==> src/rtl/fifo_pkg.sv <==
// Shared helpers for the multi-lane FIFO: lane counting, mask shape and modulo pointer add.
package fifo_pkg;
    localparam int MAXW = 32;

    function automatic int unsigned popcount(input logic [MAXW-1:0] v);
        int unsigned n = 0;
        for (int i = 0; i < MAXW; i++) begin
            n += 32'(v[i]);
        end
        return n;
    endfunction

    // A thermometer mask has no set bit above a clear bit, so v & (v+1) is zero.
    function automatic logic is_thermo(input logic [MAXW-1:0] v);
        return (v & (v + MAXW'(1))) == '0;
    endfunction

    // Inputs are bounded (ptr < depth, inc <= depth) so one conditional subtract wraps.
    function automatic int unsigned wrap_add(input int unsigned ptr, input int unsigned inc,
                                             input int unsigned depth);
        int unsigned s = ptr + inc;
        if (s >= depth) begin
            s -= depth;
        end
        return s;
    endfunction
endpackage

==> src/rtl/fifo_multi_if.sv <==
// Push/pop/status bundle between a multi-lane FIFO and the pipeline stages around it.
interface fifo_multi_if #(
    parameter int DATA_WIDTH = 32,
    parameter int DEPTH      = 16,
    parameter int PUSHES     = 2,
    parameter int POPS       = 2
);
    localparam int CNT_W = $clog2(DEPTH + 1);

    logic                                 flush;
    logic [PUSHES-1:0][DATA_WIDTH-1:0]    push_data;
    logic [PUSHES-1:0]                    push_valid;
    logic                                 push_accept;
    logic [POPS-1:0][DATA_WIDTH-1:0]      pop_data;
    logic [POPS-1:0]                      pop_valid;
    logic [POPS-1:0]                      pop;
    logic [CNT_W-1:0]                     items;
    logic [CNT_W-1:0]                     free;
    logic                                 empty;
    logic                                 full;
    logic                                 almost_full;

    modport master (
        output flush, push_data, push_valid, pop,
        input  push_accept, pop_data, pop_valid, items, free, empty, full, almost_full
    );

    modport slave (
        input  flush, push_data, push_valid, pop,
        output push_accept, pop_data, pop_valid, items, free, empty, full, almost_full
    );
endinterface

==> src/rtl/fifo_ptr.sv <==
// Circular-buffer pointer: advances by a variable increment modulo DEPTH, cleared by flush.
module fifo_ptr
    import fifo_pkg::*;
#(
    parameter int DEPTH = 16,
    parameter int IDX_W = $clog2(DEPTH),
    parameter int INC_W = $clog2(DEPTH + 1)
) (
    input  logic             clk,
    input  logic             reset,
    input  logic             flush,
    input  logic [INC_W-1:0] inc,
    output logic [IDX_W-1:0] ptr
);
    logic [IDX_W-1:0] ptr_reg;
    logic [IDX_W-1:0] ptr_next;

    always_comb begin
        ptr_next = IDX_W'(wrap_add(32'(ptr_reg), 32'(inc), 32'(DEPTH)));
    end

    always_ff @(posedge clk or posedge reset) begin
        if (reset) begin
            ptr_reg <= '0;
        end else if (flush) begin
            ptr_reg <= '0;
        end else begin
            ptr_reg <= ptr_next;
        end
    end

    assign ptr = ptr_reg;
endmodule

==> src/rtl/fifo_multi.sv <==
// Multi-push/multi-pop circular FIFO with first-word fall-through outputs and synchronous flush.
module fifo_multi
    import fifo_pkg::*;
#(
    parameter int DATA_WIDTH = 32,
    parameter int DEPTH      = 16,
    parameter int PUSHES     = 2,
    parameter int POPS       = 2,
    parameter int AF_MARGIN  = 2
) (
    input logic           clk,
    input logic           reset,
    fifo_multi_if.slave   bus
);
    localparam int CNT_W = $clog2(DEPTH + 1);
    localparam int IDX_W = $clog2(DEPTH);

    logic [DATA_WIDTH-1:0] mem [DEPTH];
    logic [IDX_W-1:0]      head;
    logic [IDX_W-1:0]      tail;
    logic [CNT_W-1:0]      items_reg;
    logic [CNT_W-1:0]      items_next;
    logic [CNT_W-1:0]      free_cnt;
    logic [CNT_W-1:0]      np;
    logic [CNT_W-1:0]      nq;
    logic [CNT_W-1:0]      tail_inc;
    logic                  accept;
    logic [POPS-1:0]       pop_valid;
    logic [POPS-1:0]       pop_eff;

    // Only the registered free count is used, so slots popped this cycle are not reused yet.
    always_comb begin
        free_cnt   = CNT_W'(DEPTH) - items_reg;
        np         = CNT_W'(popcount(MAXW'(bus.push_valid)));
        accept     = (np != '0) && (np <= free_cnt);
        pop_eff    = bus.pop & pop_valid;
        nq         = CNT_W'(popcount(MAXW'(pop_eff)));
        tail_inc   = accept ? np : '0;
        items_next = items_reg + tail_inc - nq;
    end

    fifo_ptr #(.DEPTH(DEPTH), .IDX_W(IDX_W), .INC_W(CNT_W)) u_tail (
        .clk(clk), .reset(reset), .flush(bus.flush), .inc(tail_inc), .ptr(tail)
    );

    fifo_ptr #(.DEPTH(DEPTH), .IDX_W(IDX_W), .INC_W(CNT_W)) u_head (
        .clk(clk), .reset(reset), .flush(bus.flush), .inc(nq), .ptr(head)
    );

    always_ff @(posedge clk or posedge reset) begin
        if (reset) begin
            items_reg <= '0;
        end else if (bus.flush) begin
            items_reg <= '0;
        end else begin
            items_reg <= items_next;
        end
    end

    always_ff @(posedge clk) begin
        if (accept && !bus.flush) begin
            for (int i = 0; i < PUSHES; i++) begin
                if (bus.push_valid[i]) begin
                    mem[IDX_W'(wrap_add(32'(tail), 32'(i), 32'(DEPTH)))] <= bus.push_data[i];
                end
            end
        end
    end

    generate
        for (genvar gi = 0; gi < POPS; gi++) begin : g_pop_lane
            assign pop_valid[gi]    = int'(items_reg) > gi;
            assign bus.pop_data[gi] = pop_valid[gi]
                ? mem[IDX_W'(wrap_add(32'(head), 32'(gi), 32'(DEPTH)))] : '0;
        end
    endgenerate

    assign bus.pop_valid   = pop_valid;
    assign bus.push_accept = accept;
    assign bus.items       = items_reg;
    assign bus.free        = free_cnt;
    assign bus.empty       = (items_reg == '0);
    assign bus.full        = (items_reg == CNT_W'(DEPTH));
    assign bus.almost_full = int'(items_reg) >= (DEPTH - AF_MARGIN);

    a_params: assert property (@(posedge clk)
        DEPTH >= 2 && PUSHES >= 1 && PUSHES <= DEPTH && POPS >= 1 && POPS <= DEPTH &&
        AF_MARGIN >= 0 && AF_MARGIN <= DEPTH - 1 && DATA_WIDTH >= 1 &&
        PUSHES <= MAXW && POPS <= MAXW);
    a_push_thermo: assert property (@(posedge clk) disable iff (reset)
        is_thermo(MAXW'(bus.push_valid)));
    a_pop_thermo: assert property (@(posedge clk) disable iff (reset)
        is_thermo(MAXW'(bus.pop)));
    a_pop_subset: assert property (@(posedge clk) disable iff (reset)
        (bus.pop & ~pop_valid) == '0);
    a_items_range: assert property (@(posedge clk) disable iff (reset)
        items_reg <= CNT_W'(DEPTH));
endmodule

==> src/flat_wrapper.sv <==
// flat-port wrapper written by rule: the top's interface ports become plain ports
module fifo_multi_flat import fifo_pkg::*;
#(
    parameter int DATA_WIDTH = 32,
    parameter int DEPTH      = 16,
    parameter int PUSHES     = 2,
    parameter int POPS       = 2,
    parameter int AF_MARGIN  = 2
)
  (clk, reset, bus_flush, bus_push_data, bus_push_valid, bus_pop, bus_push_accept, bus_pop_data, bus_pop_valid, bus_items, bus_free, bus_empty, bus_full, bus_almost_full);
  fifo_multi_if #(.DATA_WIDTH(DATA_WIDTH), .DEPTH(DEPTH), .PUSHES(PUSHES), .POPS(POPS)) bus_i ();
  input logic clk;
  input logic reset;
  input wire logic [$bits(bus_i.flush)-1:0] bus_flush;
  input wire logic [$bits(bus_i.push_data)-1:0] bus_push_data;
  input wire logic [$bits(bus_i.push_valid)-1:0] bus_push_valid;
  input wire logic [$bits(bus_i.pop)-1:0] bus_pop;
  output wire logic [$bits(bus_i.push_accept)-1:0] bus_push_accept;
  output wire logic [$bits(bus_i.pop_data)-1:0] bus_pop_data;
  output wire logic [$bits(bus_i.pop_valid)-1:0] bus_pop_valid;
  output wire logic [$bits(bus_i.items)-1:0] bus_items;
  output wire logic [$bits(bus_i.free)-1:0] bus_free;
  output wire logic [$bits(bus_i.empty)-1:0] bus_empty;
  output wire logic [$bits(bus_i.full)-1:0] bus_full;
  output wire logic [$bits(bus_i.almost_full)-1:0] bus_almost_full;
  assign bus_i.flush = bus_flush;
  assign bus_i.push_data = bus_push_data;
  assign bus_i.push_valid = bus_push_valid;
  assign bus_i.pop = bus_pop;
  assign bus_push_accept = bus_i.push_accept;
  assign bus_pop_data = bus_i.pop_data;
  assign bus_pop_valid = bus_i.pop_valid;
  assign bus_items = bus_i.items;
  assign bus_free = bus_i.free;
  assign bus_empty = bus_i.empty;
  assign bus_full = bus_i.full;
  assign bus_almost_full = bus_i.almost_full;
  fifo_multi #(.DATA_WIDTH(DATA_WIDTH), .DEPTH(DEPTH), .PUSHES(PUSHES), .POPS(POPS), .AF_MARGIN(AF_MARGIN)) u_core (.clk(clk), .reset(reset), .bus(bus_i));
endmodule
==> config.mk <==
export PLATFORM = sky130hd
export DESIGN_NAME = fifo_multi_flat
export DESIGN_NICKNAME = d
export VERILOG_FILES = /design/src/rtl/fifo_pkg.sv /design/src/rtl/fifo_multi_if.sv /design/src/rtl/fifo_ptr.sv /design/src/rtl/fifo_multi.sv /design/src/flat_wrapper.sv
export SDC_FILE = /design/constraint.sdc
export NUM_CORES = 1
export LEC_CHECK = 0
export BUFFER_PORTS_ARGS = -buffer_cell sky130_fd_sc_hd__buf_2
export CAP_MARGIN = 20
export CORE_AREA = 2 2 244 246
export DETAILED_ROUTE_END_ITERATION = 12
export DIE_AREA = 0 0 246 248
export PLACE_DENSITY = 0.75
export SYNTH_ARGS = -nofsm -noshare
export SYNTH_HDL_FRONTEND = slang
export SYNTH_SLANG_ARGS = --single-unit
==> constraint.sdc <==
create_clock -name clk -period 12.55 [get_ports clk]
set_clock_uncertainty 0.2 [all_clocks]
set_input_delay 1.255 -clock clk [delete_from_list [all_inputs] [get_ports clk]]
set_output_delay 1.255 -clock clk [all_outputs]
set_load 0.05 [all_outputs]
==> summary.txt <==
GRT
  • Total track usage: 0.311
  • Vias in the first global route: 20,000
  • Global route total overflow: 0
  • Initial antenna violation count: 9
  • Largest net degree at the start of global routing: 159
  • First-pass GRT wire length: 136 mm

Power
  • Static leakage: 11.3 nW
  • Pwr/cell area: 217 nW/um^2
  • Largest vdd supply drop: 0.000262 V
  • Logic pwr share: 0.488
  • Psw: 3.13 mW
  • Seq pwr share: 0.288
  • Sw Ratio: 0.419
  • Internal power: 4.34 mW
  • Clk network pwr share: 0.224

Setup path
  • Critical path launch point: u_core.u_head.ptr[1]
  • Crit Path Class: reg2out
  • WP data arrival: 4.91 ns
  • Crit path required time: 11.10 ns
  • Crit path launch type: flip-flop
  • Reg2reg start: u_core.bus.items[2]
  • R2r endpoint: u_core.mem[4][5]
  • CP Capture Type: output port
  • Critical Path Fanout Max: 69
  • Register-to-Register Path Depth: 11
  • Flop2flop setup slack: 7.85 ns

STA
  • Setup violators final: 0
  • Setup TNS: 0 ns
  • Hold Fails Final Rpt: 0
  • Achievable Freq: 157 MHz
  • Slew margin rel.: 0.225
  • Tcrit/Tclk final: 0.507
  • Final slew viol count: 0
  • RSZ-0062 raised after global routing: no
  • Pin slew with the least headroom to its limit: 1.16 ns
  • Tmin final: 6.36 ns
  • Worst Setup Slack, final: 6.19 ns

Clocking
  • H-tree Lvls: 2
  • CTS max path bufs: 3
  • Post-CTS setup buffer count: 0
  • Post_cts resized: 0
  • TritonCTS Sinks: 525
  • CTS buffer count: 56
  • Skew-Pair Late Insertion Delay: 0.62 ns
  • Clk pin slew, worst setup/hold paths: 0.06 ns
  • Hold_buf cts: 0
  • TritonCTS clock tree: built
  • Root buf cell: clkbuf_16

Synthesis
  • Combinational family with the most area after synthesis: multiplexers
  • Post-synthesis simple-gate area fraction: 0.0169
  • Post-Syn Area: 31,200 um^2
  • Synthesized flop and latch total: 525
  • Adder-cell share of the synthesized area: 0.0122
  • Main synth FF type: edfxtp_1
  • Post-Syn Nets: 1,987
  • Synth Area in XOR/XNOR: 0.00277
  • Async S/R FF share, synth: 0.0248
  • Mapped Cells: 1,888
  • Post-synth EDFFs: 512
  • Synth unique cells: 49
  • Compound-Gate Fraction of Synth Area: 0.0400
  • Post-synthesis sequential area ratio: 0.503
  • Post-Syn Area per Cell: 16.5 um^2
  • Synth warn: 0
  • Mux cell area share after synthesis: 0.394

Final layout
  • P&R area growth vs syn: 10.5%
  • Post-layout util: 0.590
  • Multi-input logic area: 14,800 um^2
  • Layout cell share with drive strength beyond 1: 0.338
  • Register area: 15,700 um^2
  • Max reg flops: 512
  • Layout fillers: 4,313
  • Final nets: 2,037

Placed design
  • Post-DP HPWL: 50.6 mm
  • RD Place Congestion: 0.814
  • IO buf count: 150
  • Setup WS pre-CTS: 6.76 ns

Die
  • Die Area: 61,000 um^2
  • Die Y: 248 um
  • Starting density of the core: 0.534
  • Die Wd: 246 um
  • # IOs: 151
  • # rows: 89
  • Core Box Area: 58,500 um^2

Route
  • Vias after detailed routing: 19,700
  • Detailed Route Iter0 Violations: 2,725
  • Final ANT Viol Nets: 0
  • Vias/cell: 7.13
  • Drc violations: 0
  • Wire per inst: 34.1 um
  • First-pass iteration count of the detailed router: 5
  • Post-Route WL: 94.2 mm

Status
  • Status: complete, no violations

Run
  • Max_cap viols: 0

Hold path
  • Hold Crit Class: reg2reg
  • Worst Hold End: u_core.u_tail.ptr[3]
  • Hold path cells: 2
  • HP Start: u_core.u_tail.ptr[3]
[critical path, cell delays in order (launching register included)]
cell     delay (ns)
dfrtp_4        1.19
ha_4           0.82
buf_4          0.89
mux4_2         0.61
a22oi_1        0.18
a22oi_1        0.22
buf_2          0.32
[logic make-up after synthesis]
logic type / Yosys count
simple gates: 97
mux: 856
buf+inv: 228
fa+ha+maj: 28
compound gates: 145
xor+xnor: 9
flops: 525
[routing by layer]
layer	up-vias	GRT usage	wire, um
met3	192	0.0916	12100
li1	7893	-	-
met2	1324	0.469	42700
met4	12	0.0986	3010
met1	10300	0.436	36300
met5	-	0	73
[synth_stat cells, drive strengths merged (6+ instances only)]
cell	instances	area [um^2]
a21oi	6	30.0
a22o	6	52.6
a22oi	67	503
and3	7	43.8
buf	107	521
clkbuf	102	383
dfrtp	13	325
edfxtp	512	15400
ha	24	300
inv	19	71.3
mux2	514	5790
mux2i	95	951
mux4	247	5560
nand2	16	60.1
nand3	6	30.0
nor2	28	105
nor2b	12	75.1
nor3	7	50.1
o211ai	20	343
o21ai	9	45.0
o22ai	23	144
xnor2	7	68.8
[cell type report]
cell class / count / share of cell area
antenna: 3 / 0.000218
clock buffer: 79 / 0.0446
clock inverter: 25 / 0.00765
inverter: 19 / 0.00207
multi-input combinational: 1135 / 0.428
sequential: 525 / 0.456
tap: 773 / 0.0280
timing repair buffer: 201 / 0.0340
[layout by cell type, fill, tap and decap left out, types with 14 or more instances in the layout]
master and n:
o22ai_1 23, mux2_1 420, clkbuf_1 19, nand2_1 14, buf_2 150, clkbuf_16 57
mux4_2 247, a22oi_1 67, mux2_2 94, buf_4 47, edfxtp_1 512, ha_1 23
o211ai_4 14, inv_1 19, nor2_1 17, mux2i_1 95
[worst max path at each step]
stage / end / slack, ns
final: bus_pop_data[55] / 6.19
after global routing: bus_pop_data[55] / 5.90
after CTS: bus_pop_data[55] / 6.09
after detailed placement: bus_pop_data[55] / 6.76
after global placement: bus_pop_data[55] / 6.79
after floorplan: u_core.mem[4][0] / 6.91
[power by group through the flow]
| stage | clock network, mW | logic (mW) | registers, mW |
|---|---|---|---|
| 3_5_place_dp | 0 | 3.61 | 2.19 |
| 3_3_place_gp | 0 | 3.56 | 2.18 |
| 6_report | 1.67 | 3.65 | 2.15 |
| 4_1_cts | 1.68 | 3.62 | 2.15 |
| 2_1_floorplan | 0 | 2.82 | 2.10 |
| 5_1_grt | 1.74 | 3.83 | 2.16 |
[per-stage QoR]
stage / std cells / power, mW / hold WS (ns) / area [um^2]
2_1_floorplan: 1888 / 4.91 / 0.408 / 31200
3_3_place_gp: 2650 / 5.74 / 0.488 / 32600
3_5_place_dp: 2650 / 5.79 / 0.504 / 32600
4_1_cts: 2754 / 7.45 / 0.513 / 34400
5_1_grt: 2758 / 7.73 / 0.576 / 34500
6_report: 2760 / 7.47 / 0.511 / 34500
Power figures use the tool's default switching activity.
